`src/rtl/proc_feeder_pkg.sv`:
```
// proc_feeder_pkg: state encoding, opcodes and decode helper shared by the instruction feeder
package proc_feeder_pkg;

    typedef enum logic [2:0] {
        IDLE,
        FETCH,
        ISSUE,
        IMM,
        WAIT_DONE,
        HALTED,
        ERROR
`ifdef FEEDER_SINGLE_STEP_EN
        , STEP_WAIT
`endif
    } state_t;

    localparam logic [2:0] OP_MV   = 3'b000;
    localparam logic [2:0] OP_MVI  = 3'b001;
    localparam logic [2:0] OP_ADD  = 3'b010;
    localparam logic [2:0] OP_SUB  = 3'b011;
    localparam logic [2:0] OP_HALT = 3'b111;

    function automatic logic is_two_word(input logic [2:0] opcode, input logic [2:0] mvi_op);
        return opcode == mvi_op;
    endfunction

endpackage

```
`src/rtl/proc_instr_feeder_if.sv`:
```
// proc_instr_feeder_if: loader, start/done handshake and status bundle (Step exists with FEEDER_SINGLE_STEP_EN)
interface proc_instr_feeder_if #(parameter int AW = 5);

    logic          Load_we;
    logic [AW-1:0] Load_addr;
    logic [8:0]    Load_data;
    logic          Start;
    logic          Done;
`ifdef FEEDER_SINGLE_STEP_EN
    logic          Step;
`endif
    logic [8:0]    DIN;
    logic          Run;
    logic          Busy;
    logic          Halted;
    logic          Error;
    logic [AW-1:0] PC;
    logic [7:0]    InstrCount;

    modport master (
        input  Load_we, Load_addr, Load_data, Start, Done,
`ifdef FEEDER_SINGLE_STEP_EN
        input  Step,
`endif
        output DIN, Run, Busy, Halted, Error, PC, InstrCount
    );

    modport slave (
        output Load_we, Load_addr, Load_data, Start, Done,
`ifdef FEEDER_SINGLE_STEP_EN
        output Step,
`endif
        input  DIN, Run, Busy, Halted, Error, PC, InstrCount
    );

endinterface

```
`src/rtl/feeder_prog_mem.sv`:
```
// feeder_prog_mem: DEPTH x 9 program RAM, synchronous write, registered read with enable
module feeder_prog_mem #(
    parameter int DEPTH = 32,
    parameter int AW    = $clog2(DEPTH)
) (
    input  logic          clk,
    input  logic          we,
    input  logic [AW-1:0] wr_addr,
    input  logic [8:0]    wr_data,
    input  logic          re,
    input  logic [AW-1:0] rd_addr,
    output logic [8:0]    rd_data
);

    logic [8:0] mem [DEPTH];

    // write port and registered read port; rd_data holds while re is low
    always_ff @(posedge clk) begin
        if (we) mem[wr_addr] <= wr_data;
        if (re) rd_data <= mem[rd_addr];
    end

endmodule

```
`src/rtl/proc_instr_feeder.sv`:
```
// proc_instr_feeder: plays a stored program into the processor via Run/Done with a watchdog; FEEDER_SINGLE_STEP_EN adds Step gating
module proc_instr_feeder
    import proc_feeder_pkg::*;
#(
    parameter int         DEPTH   = 32,
    parameter int         AW      = $clog2(DEPTH),
    parameter int         TIMEOUT = 15,
    parameter logic [2:0] MVI_OP  = OP_MVI,
    parameter logic [2:0] HALT_OP = OP_HALT
) (
    input logic Clock,
    input logic Reset,
    proc_instr_feeder_if.master bus
);

    localparam int WW = $clog2(TIMEOUT + 1);

`ifdef FEEDER_SINGLE_STEP_EN
    localparam state_t AFTER_DONE = STEP_WAIT;
`else
    localparam state_t AFTER_DONE = FETCH;
`endif

    state_t        state, nxt;
    logic [AW-1:0] pc;
    logic [7:0]    cnt;
    logic [WW-1:0] wd;
    logic [8:0]    din_q;
    logic [8:0]    rd_data;
    logic [AW-1:0] rd_addr;
    logic          re, we, run, busy, launch, waiting, fresh;

    wire [2:0] op      = rd_data[8:6];
    wire       is_halt = op == HALT_OP;
    wire       two     = is_two_word(op, MVI_OP);
    // the watchdog holds the cycle count since Run, so this fires TIMEOUT cycles after Run
    wire       expired = wd == WW'(TIMEOUT - 1);

    feeder_prog_mem #(.DEPTH(DEPTH), .AW(AW)) u_mem (
        .clk     (Clock),
        .we      (we),
        .wr_addr (bus.Load_addr),
        .wr_data (bus.Load_data),
        .re      (re),
        .rd_addr (rd_addr),
        .rd_data (rd_data)
    );

    // state register
    always_ff @(posedge Clock) state <= Reset ? IDLE : nxt;

    // next-state logic; Done is only looked at in the states after Run
    always_comb begin
        nxt = state;
        unique case (state)
            IDLE, HALTED, ERROR: nxt = bus.Start ? FETCH : state;
            FETCH:               nxt = ISSUE;
            ISSUE:               nxt = is_halt ? HALTED : two ? IMM : WAIT_DONE;
            IMM, WAIT_DONE:      nxt = bus.Done ? AFTER_DONE : expired ? ERROR : WAIT_DONE;
`ifdef FEEDER_SINGLE_STEP_EN
            STEP_WAIT:           nxt = bus.Step ? FETCH : STEP_WAIT;
`endif
            default:             nxt = IDLE;
        endcase
    end

    // outputs and memory controls decoded from the current state
    always_comb begin
        busy           = !(state inside {IDLE, HALTED, ERROR});
        launch         = bus.Start && !busy;
        waiting        = state inside {IMM, WAIT_DONE};
        run            = state == ISSUE && !is_halt;
        fresh          = run || state == IMM;
        re             = state == FETCH || (run && two);
        rd_addr        = state == FETCH ? pc : pc + 1'b1;
        we             = bus.Load_we && state == IDLE;
        bus.Run        = run;
        bus.DIN        = fresh ? rd_data : din_q;
        bus.Busy       = busy;
        bus.Halted     = state == HALTED;
        bus.Error      = state == ERROR;
        bus.PC         = pc;
        bus.InstrCount = cnt;
    end

    // PC, instruction counter, watchdog and held DIN word
    always_ff @(posedge Clock) begin
        if (Reset) begin
            pc    <= '0;
            cnt   <= '0;
            wd    <= '0;
            din_q <= '0;
        end else begin
            if (launch) begin
                pc  <= '0;
                cnt <= '0;
            end
            if (state == ISSUE) wd <= WW'(1);
            else if (waiting) wd <= wd + WW'(1);
            if (run && two) pc <= pc + 1'b1;
            if (waiting && bus.Done) begin
                pc  <= pc + 1'b1;
                cnt <= (cnt == 8'hFF) ? cnt : cnt + 8'd1;
            end
            if (fresh) din_q <= rd_data;
        end
    end

endmodule

```
`src/flat_wrapper.sv`:
```
// flat-port wrapper written by rule: the top's interface ports become plain ports
module proc_instr_feeder_flat import proc_feeder_pkg::*;
#(
    parameter int         DEPTH   = 32,
    parameter int         AW      = $clog2(DEPTH),
    parameter int         TIMEOUT = 15,
    parameter logic [2:0] MVI_OP  = OP_MVI,
    parameter logic [2:0] HALT_OP = OP_HALT
)
  (Clock, Reset, bus_Load_we, bus_Load_addr, bus_Load_data, bus_Start, bus_Done, bus_DIN, bus_Run, bus_Busy, bus_Halted, bus_Error, bus_PC, bus_InstrCount);
  proc_instr_feeder_if #(.AW(AW)) bus_i ();
  input logic Clock;
  input logic Reset;
  input wire logic [$bits(bus_i.Load_we)-1:0] bus_Load_we;
  input wire logic [$bits(bus_i.Load_addr)-1:0] bus_Load_addr;
  input wire logic [$bits(bus_i.Load_data)-1:0] bus_Load_data;
  input wire logic [$bits(bus_i.Start)-1:0] bus_Start;
  input wire logic [$bits(bus_i.Done)-1:0] bus_Done;
  output wire logic [$bits(bus_i.DIN)-1:0] bus_DIN;
  output wire logic [$bits(bus_i.Run)-1:0] bus_Run;
  output wire logic [$bits(bus_i.Busy)-1:0] bus_Busy;
  output wire logic [$bits(bus_i.Halted)-1:0] bus_Halted;
  output wire logic [$bits(bus_i.Error)-1:0] bus_Error;
  output wire logic [$bits(bus_i.PC)-1:0] bus_PC;
  output wire logic [$bits(bus_i.InstrCount)-1:0] bus_InstrCount;
  assign bus_i.Load_we = bus_Load_we;
  assign bus_i.Load_addr = bus_Load_addr;
  assign bus_i.Load_data = bus_Load_data;
  assign bus_i.Start = bus_Start;
  assign bus_i.Done = bus_Done;
  assign bus_DIN = bus_i.DIN;
  assign bus_Run = bus_i.Run;
  assign bus_Busy = bus_i.Busy;
  assign bus_Halted = bus_i.Halted;
  assign bus_Error = bus_i.Error;
  assign bus_PC = bus_i.PC;
  assign bus_InstrCount = bus_i.InstrCount;
  proc_instr_feeder #(.DEPTH(DEPTH), .AW(AW), .TIMEOUT(TIMEOUT), .MVI_OP(MVI_OP), .HALT_OP(HALT_OP)) u_core (.Clock(Clock), .Reset(Reset), .bus(bus_i));
endmodule
```
`config.mk`:
```
export PLATFORM = sky130hd
export DESIGN_NAME = proc_instr_feeder_flat
export DESIGN_NICKNAME = d
export VERILOG_FILES = /design/src/rtl/proc_feeder_pkg.sv /design/src/rtl/proc_instr_feeder_if.sv /design/src/rtl/feeder_prog_mem.sv /design/src/rtl/proc_instr_feeder.sv /design/src/flat_wrapper.sv
export SDC_FILE = /design/constraint.sdc
export NUM_CORES = 1
export LEC_CHECK = 0
export CAP_MARGIN = 20
export CORE_ASPECT_RATIO = 1.2
export CORE_MARGIN = 2
export CORE_UTILIZATION = 61
export DETAILED_ROUTE_END_ITERATION = 12
export PLACE_DENSITY = 0.88
export SKIP_CTS_REPAIR_TIMING = 1
export SLEW_MARGIN = 0
export SYNTH_ARGS = -nofsm -noshare
export SYNTH_HDL_FRONTEND = slang
export SYNTH_SLANG_ARGS = --single-unit
```
`constraint.sdc`:
```
create_clock -name Clock -period 3.1 [get_ports Clock]
set_input_delay 0.31 -clock Clock [delete_from_list [all_inputs] [get_ports Clock]]
set_output_delay 0.31 -clock Clock [all_outputs]
set_load 0.05 [all_outputs]
```
**Word-level counts from Yosys, hierarchy flattened**

Memory sizes are Yosys's and may differ from the RTL's. A register that Yosys moved wholly into a read port is not among the register bits.
Cells that the tools add are included.

- Output and inout port bits: 26
- Bits in read-only memories: 0
- RAM bits: 288
- Memories kept: 1
- Bits of input ports: 19
- Word-level logic and storage cells: 59
- Latch bits: 0
- Register bits: 29

Memories:

| memory | words | width | read ports | clocked after Yosys merged registers in | wr ports | line | RTL |
|---|---|---|---|---|---|---|---|
| u_core.u_mem.mem | 32 | 9 | 1 | 1 | 1 | feeder_prog_mem.sv:15 | `logic [8:0] mem [DEPTH];` |

- Equality and inequality tests: 12
- $add $sub $neg: 3
- Muxes and demuxes: 18
- Div/mod/pow operators: 0
- Order comparisons: 0
- Reduce and logical (&&, ||, !) cells: 19
- Bitwise logic cells: 0
- Shift-type cells: 0
- $mul: 0

Operator list:

| kind | count |
|---|---|
| two-way mux 8 bit | 3 |
| two-way mux 5 bit | 4 |
| == test 3 bit (second input constant) | 4 |
| two-way mux 3 bit | 4 |
| case mux 3 bit (4 select lines) | 1 |
| two-way mux 9 bit | 1 |
| adder 8 x 1 -> 8 bit (second input constant) | 1 |
| == test 8 bit (second input constant) | 1 |
| == test 3 x 1 -> 1 bit (second input constant) | 2 |
| == test 3 x 2 -> 1 bit (second input constant) | 2 |
| nonzero test 2 bit | 3 |
| nonzero test 3 bit | 2 |
| adder 5 x 1 -> 5 bit (second input constant) | 1 |
| logical AND 1 bit | 5 |
| adder 4 x 1 -> 4 bit (second input constant) | 1 |
| == test 4 bit (second input constant) | 1 |
| two-way mux 1 bit | 4 |
| != test 2 bit (second input constant) | 2 |
| OR reduction 2 bit | 2 |
| logical NOT 3 bit | 1 |
| OR reduction 3 bit | 1 |
| logical NOT 1 bit | 2 |
| logical OR 1 bit | 2 |
| two-way mux 2 bit | 1 |
| AND reduction 2 bit | 1 |

**Depth between registers and ports, before layout**

- Word-level depth: 6
- Gate-level depth with buffers: 10
- Gate-level depth less buffers: 8

**Hierarchy**

From an unflattened synthesis, not the netlist that was laid out.

- Cells, all modules: 667
- Area, all modules: 13163.9 µm²

By module, submodules not included:

| module | instances | area each (µm²) | seq. area each (µm²) | cells an instance |
|---|---|---|---|---|
| feeder_prog_mem | 1 | 11372.2 | 8918.6 | 463 |
| proc_instr_feeder | 1 | 1791.7 | 580.6 | 204 |

**Worst setup path after synthesis**

No wires, ideal clock.

- Kind: reg-to-reg
- From: register u_core.pc[0], in the netlist u_core.bus.PC[0]
- To: register u_core.u_mem.rd_data[4], read port of u_core.u_mem.mem (data pin)
- Required time: 2.831 ns
- Cell stages (with the launch flop): 8
- Period minus slack after synthesis: 2.807 ns
- Buffers on the path: 1
- Setup slack: 0.293 ns
- Arrival time: 2.538 ns
- Setup time: 0.269 ns
- Cells stage by stage: dfxtp_1 -> ha_1 -> a21boi_1 -> nor2_1 -> buf_2 -> mux4_2 -> a221oi_1 -> o211ai_1

- Longest elaborated chain between the ends: 2

RTL lines:

| element | line | RTL |
|---|---|---|
| start, declared | proc_instr_feeder.sv:25 | `logic [AW-1:0] pc;` |
| start signal, assigned | proc_instr_feeder.sv:100 | `if (run && two) pc <= pc + 1'b1;` |
| start signal, assigned | proc_instr_feeder.sv:102 | `pc <= pc + 1'b1;` |
| adder 5 x 1 -> 5 bit | proc_instr_feeder.sv:75 | `rd_addr = state == FETCH ? pc : pc + 1'b1;` |
| two-way mux 5 bit (*) | proc_instr_feeder.sv:75 |  |
| end, declared | feeder_prog_mem.sv:12 | `output logic [8:0] rd_data` |

Every way passes the cells marked *; elsewhere a longest branch is shown, timed or not.
A chain may end at the register's enable or synchronous reset.

**Worst setup path in the final report**

- From: register u_core.pc[1], in the netlist u_core.bus.PC[1]
- To: register u_core.u_mem.rd_data[7], read port of u_core.u_mem.mem (data pin)

The elaborated chain is that of the path after synthesis.

==> results.py <==
metrics = {
    "layout": {
        "fin_util_pct": 73.1,
        "instances_no_fill": 1136,
        "syn2layout_area_growth_pct": 17.5,
        "finalInstanceArea_um2": 15300,
        "diodes": 0,
        "fill_cells": 1128,
        "drive_above_1_share_pct": 24.2,
        "nets": 865,
    },
    "global_route": {
        "grtUsageTotal_pct": 28.8,
        "use_met1_pct": 36.5,
        "grt_pass1_wl_um": 47300,
        "grt_pass1_vias": 7723,
        "use_met3_pct": 4.94,
        "antenna_found_initial": 0,
        "grt_max_degree": 33,
        "grt_util_met2_pct": 49.0,
        "top_usage_layer": "met2",
        "grt_overflow_total": 0,
    },
    "timing": {
        "fin_crit_sh_pct": 100,
        "skew_ns": 0.0101,
        "setup_slack_ns": -0.0000655,
        "max_freq_mhz": 323,
        "slew_viol_final": 0,
        "setup_violations": 1,
        "rsz0062_at_grt": "no",
        "layout_min_cycle_time_ns": 3.10,
        "finalHoldViolations": 0,
        "worst_hold_slack_ns": 0.503,
        "tightest_slew_ns": 1.04,
        "relSlewSlack_pct": 30.1,
    },
    "detailed_routing": {
        "drc": 0,
        "wl_per_cell_um": 28.0,
        "drt_iter0_markers": 933,
        "final_antenna_net_count": 0,
        "firstDrtPassIters": 9,
        "wirelength_um": 31800,
        "vias": 7727,
        "via_per_inst": 6.80,
    },
    "die": {
        "initial_core_util_pct": 62.2,
        "fp.dieH_um": 164,
        "core_region_area_um2": 21000,
        "row_count": 58,
        "io_pins": 45,
        "dieWidth_um": 138,
        "dieArea_um2": 22600,
    },
    "cts": {
        "clockBufferDepth": 3,
        "clk_latency_ns": 0.56,
        "htreeDepth": 1,
        "root_buffer": "clkbuf_16",
        "cts.clk_slew.worst_paths_ns": 0.07,
        "clock_sinks": 326,
        "numCtsBuffers": 30,
        "cts_tree": "done",
    },
    "setup_path": {
        "ff2ff_setup_slack_ns": -0.00007,
        "critPathKind": "flip-flop to flip-flop",
        "crit_slowest_cell": "a221oi_1",
        "cp_max_fo": 25,
        "cp-start-kind": "flip-flop",
        "end_kind": "flip-flop",
        "critPathArrivalTime_ns": 3.37,
        "max_stage_delay_ns": 0.65,
        "required_ns": 3.37,
        "critPathBufInv": 2,
        "cp_cell_sequence": "ha_1 -> inv_1 -> nor3_2 -> nor2_4 -> buf_12 -> mux4_2 -> a221oi_1 -> o211ai_1",
        "cp_top_family": "compound AO/OA/AOI/OAI gates",
    },
    "yosys": {
        "yosys.area_share.simple_pct": 5.58,
        "synth_top_family_by_area": "multiplexers",
        "synthCells": 729,
        "synthesis.nets": 752,
        "postSynthAreaPerCell_um2": 17.9,
        "yosysSeqAreaShare_pct": 72.8,
        "synth_xor_area_share_pct": 0.527,
        "synth_edf_count": 297,
        "synth_cell_types": 51,
        "synth.area.mux_share_pct": 13.3,
        "synth-seq-cells": 326,
        "yosys_most_used_dff": "edfxtp_1",
        "async_flop_share_pct": 0,
        "synth_fa_ha_area_share_pct": 0.384,
        "synth_warnings": 0,
        "synthesis.area_um2": 13000,
        "synth_compound_area_share_pct": 5.83,
    },
    "placed_design": {
        "dpl.hpwl_um": 19200,
        "dp_cells": 1075,
        "io_buffers": 44,
        "place.gp.congestion": 0.860,
        "dpl_cell_area_um2": 14200,
    },
    "worst_hold_path": {
        "min_path_type": "primary input to flip-flop",
    },
    "pwr": {
        "p_leak_uw": 0.00527,
        "ir_drop_uv": 501,
        "power.density_nw_per_um2": 628,
    },
    "run_status": {
        "violations": "setup timing",
        "status": "finished with violations",
    },
    "flow_run": {
        "drv_cap": 0,
    },
}
-- worst register-to-register path, cell delays in order (launching register included) --
cell and delay, ns:
dfxtp_1 0.50, ha_1 0.33, inv_1 0.13, nor3_2 0.31, nor2_4 0.13, buf_12 0.19
mux4_2 0.33, a221oi_1 0.65, o211ai_1 0.24
-- synth_stat cells (2+ instances only) --
cell,n,share of area (%)
mux2i_1,31,2.4
a222oi_1,9,0.69
a21oi_1,16,0.61
or2_2,2,0.096
o21ai_0,15,0.58
nand3b_1,5,0.29
o211ai_1,18,1.0
xor2_1,5,0.34
nor3_1,5,0.19
mux4_2,54,9.3
nand3_1,8,0.31
and2_1,7,0.34
inv_1,7,0.20
a221oi_1,18,1.2
edfxtp_1,297,68
buf_2,6,0.23
nor2b_1,13,0.62
nor2_1,62,1.8
a211oi_1,2,0.12
a21o_1,3,0.17
nand4b_1,2,0.13
ha_1,4,0.38
and3_1,5,0.24
buf_6,3,0.26
clkbuf_1,13,0.37
mux2_2,19,1.6
or3_1,4,0.19
or3b_2,2,0.13
o21ai_1,3,0.12
nand4_1,4,0.19
buf_4,7,0.40
a22oi_1,15,0.86
nand2_1,17,0.49
dfxtp_1,29,4.5
nand2b_1,2,0.096
buf_1,2,0.058
-- state kept, by name, summed over array words and instances, names as in the netlist --
name	cells
u_core.u_mem.rd_data	9
u_core.bus.InstrCount	8
u_core.bus.PC	5
u_core.din_q	9
u_core.state	3
u_core.wd	4
u_core.u_mem.mem	288
-- layer usage --
layer  wire length [um]  up-vias
met4               1510        0
li1                   -     3192
met5                  0        -
met2              16300      584
met1              11000     3829
met3               3000      122
-- cell type report --
| cell class | count | area [um2] | area share [%] |
|---|---|---|---|
| Clock inverter | 23 | 280 | 1.83 |
| Inverter | 7 | 26.3 | 0.171 |
| Tap cell | 270 | 338 | 2.20 |
| Timing Repair Buffer | 112 | 1020 | 6.63 |
| Clock buffer | 33 | 783 | 5.11 |
| Sequential cell | 326 | 9500 | 62.0 |
| Multi-Input combinational cell | 365 | 3390 | 22.1 |
-- metrics by stage --
step | setup slack [ns] | setup TNS [ns] | power, uW
after floorplan | 0.293 | 0 | 5450
final | -0.0000655 | -0.0000655 | 9630
after global placement | 0.0169 | 0 | 5700
after detailed placement | -0.0903 | -0.165 | 5740
after CTS | -0.257 | -1.48 | 9630
after global routing | 0.0145 | 0 | 9860
-- power by group --
part	switching [uW]	internal (uW)
clock	1610	2330
sequential	24.3	4840
combinational	470	354
-- cell usage in the layout (no fill, tap or decap), types with 9 or more instances in the layout --
| master | synthesis | layout |
|---|---|---|
| a22oi_1 | 15 | 15 |
| o211ai_1 | 18 | 18 |
| nor2_1 | 62 | 61 |
| buf_4 | 7 | 65 |
| nor2b_1 | 13 | 13 |
| nand2_1 | 17 | 17 |
| a21oi_1 | 16 | 16 |
| dfxtp_1 | 29 | 29 |
| clkinv_2 | 0 | 9 |
| mux2i_1 | 31 | 31 |
| a222oi_1 | 9 | 9 |
| mux2_2 | 19 | 19 |
| clkbuf_16 | 0 | 32 |
| clkdlybuf4s50_1 | 0 | 35 |
| mux4_2 | 54 | 54 |
| a221oi_1 | 18 | 15 |
| o21ai_0 | 15 | 15 |
| edfxtp_1 | 297 | 297 |
-- logic make-up after synthesis --
group / count (synthesis)
flops: 326
simple gates: 144
compound gates: 106
mux: 104
buf+inv: 38
xor+xnor: 7
fa+ha+maj: 4
-- final timing paths --
path | startpoint | end | cells after the start
max reg2reg | u_core.bus.PC[1]$_SDFFE_PP0P_ | u_core.u_mem.rd_data[7]$_DFFE_PP_ | 8
min | bus_Load_data[3] | u_core.u_mem.mem[4][3]$_DFFE_PP_ | 1
min reg2reg | u_core.bus.InstrCount[5]$_SDFFE_PP0P_ | u_core.bus.InstrCount[5]$_SDFFE_PP0P_ | 1
max | u_core.bus.PC[1]$_SDFFE_PP0P_ | u_core.u_mem.rd_data[7]$_DFFE_PP_ | 8
Power figures use the tool's default switching activity.
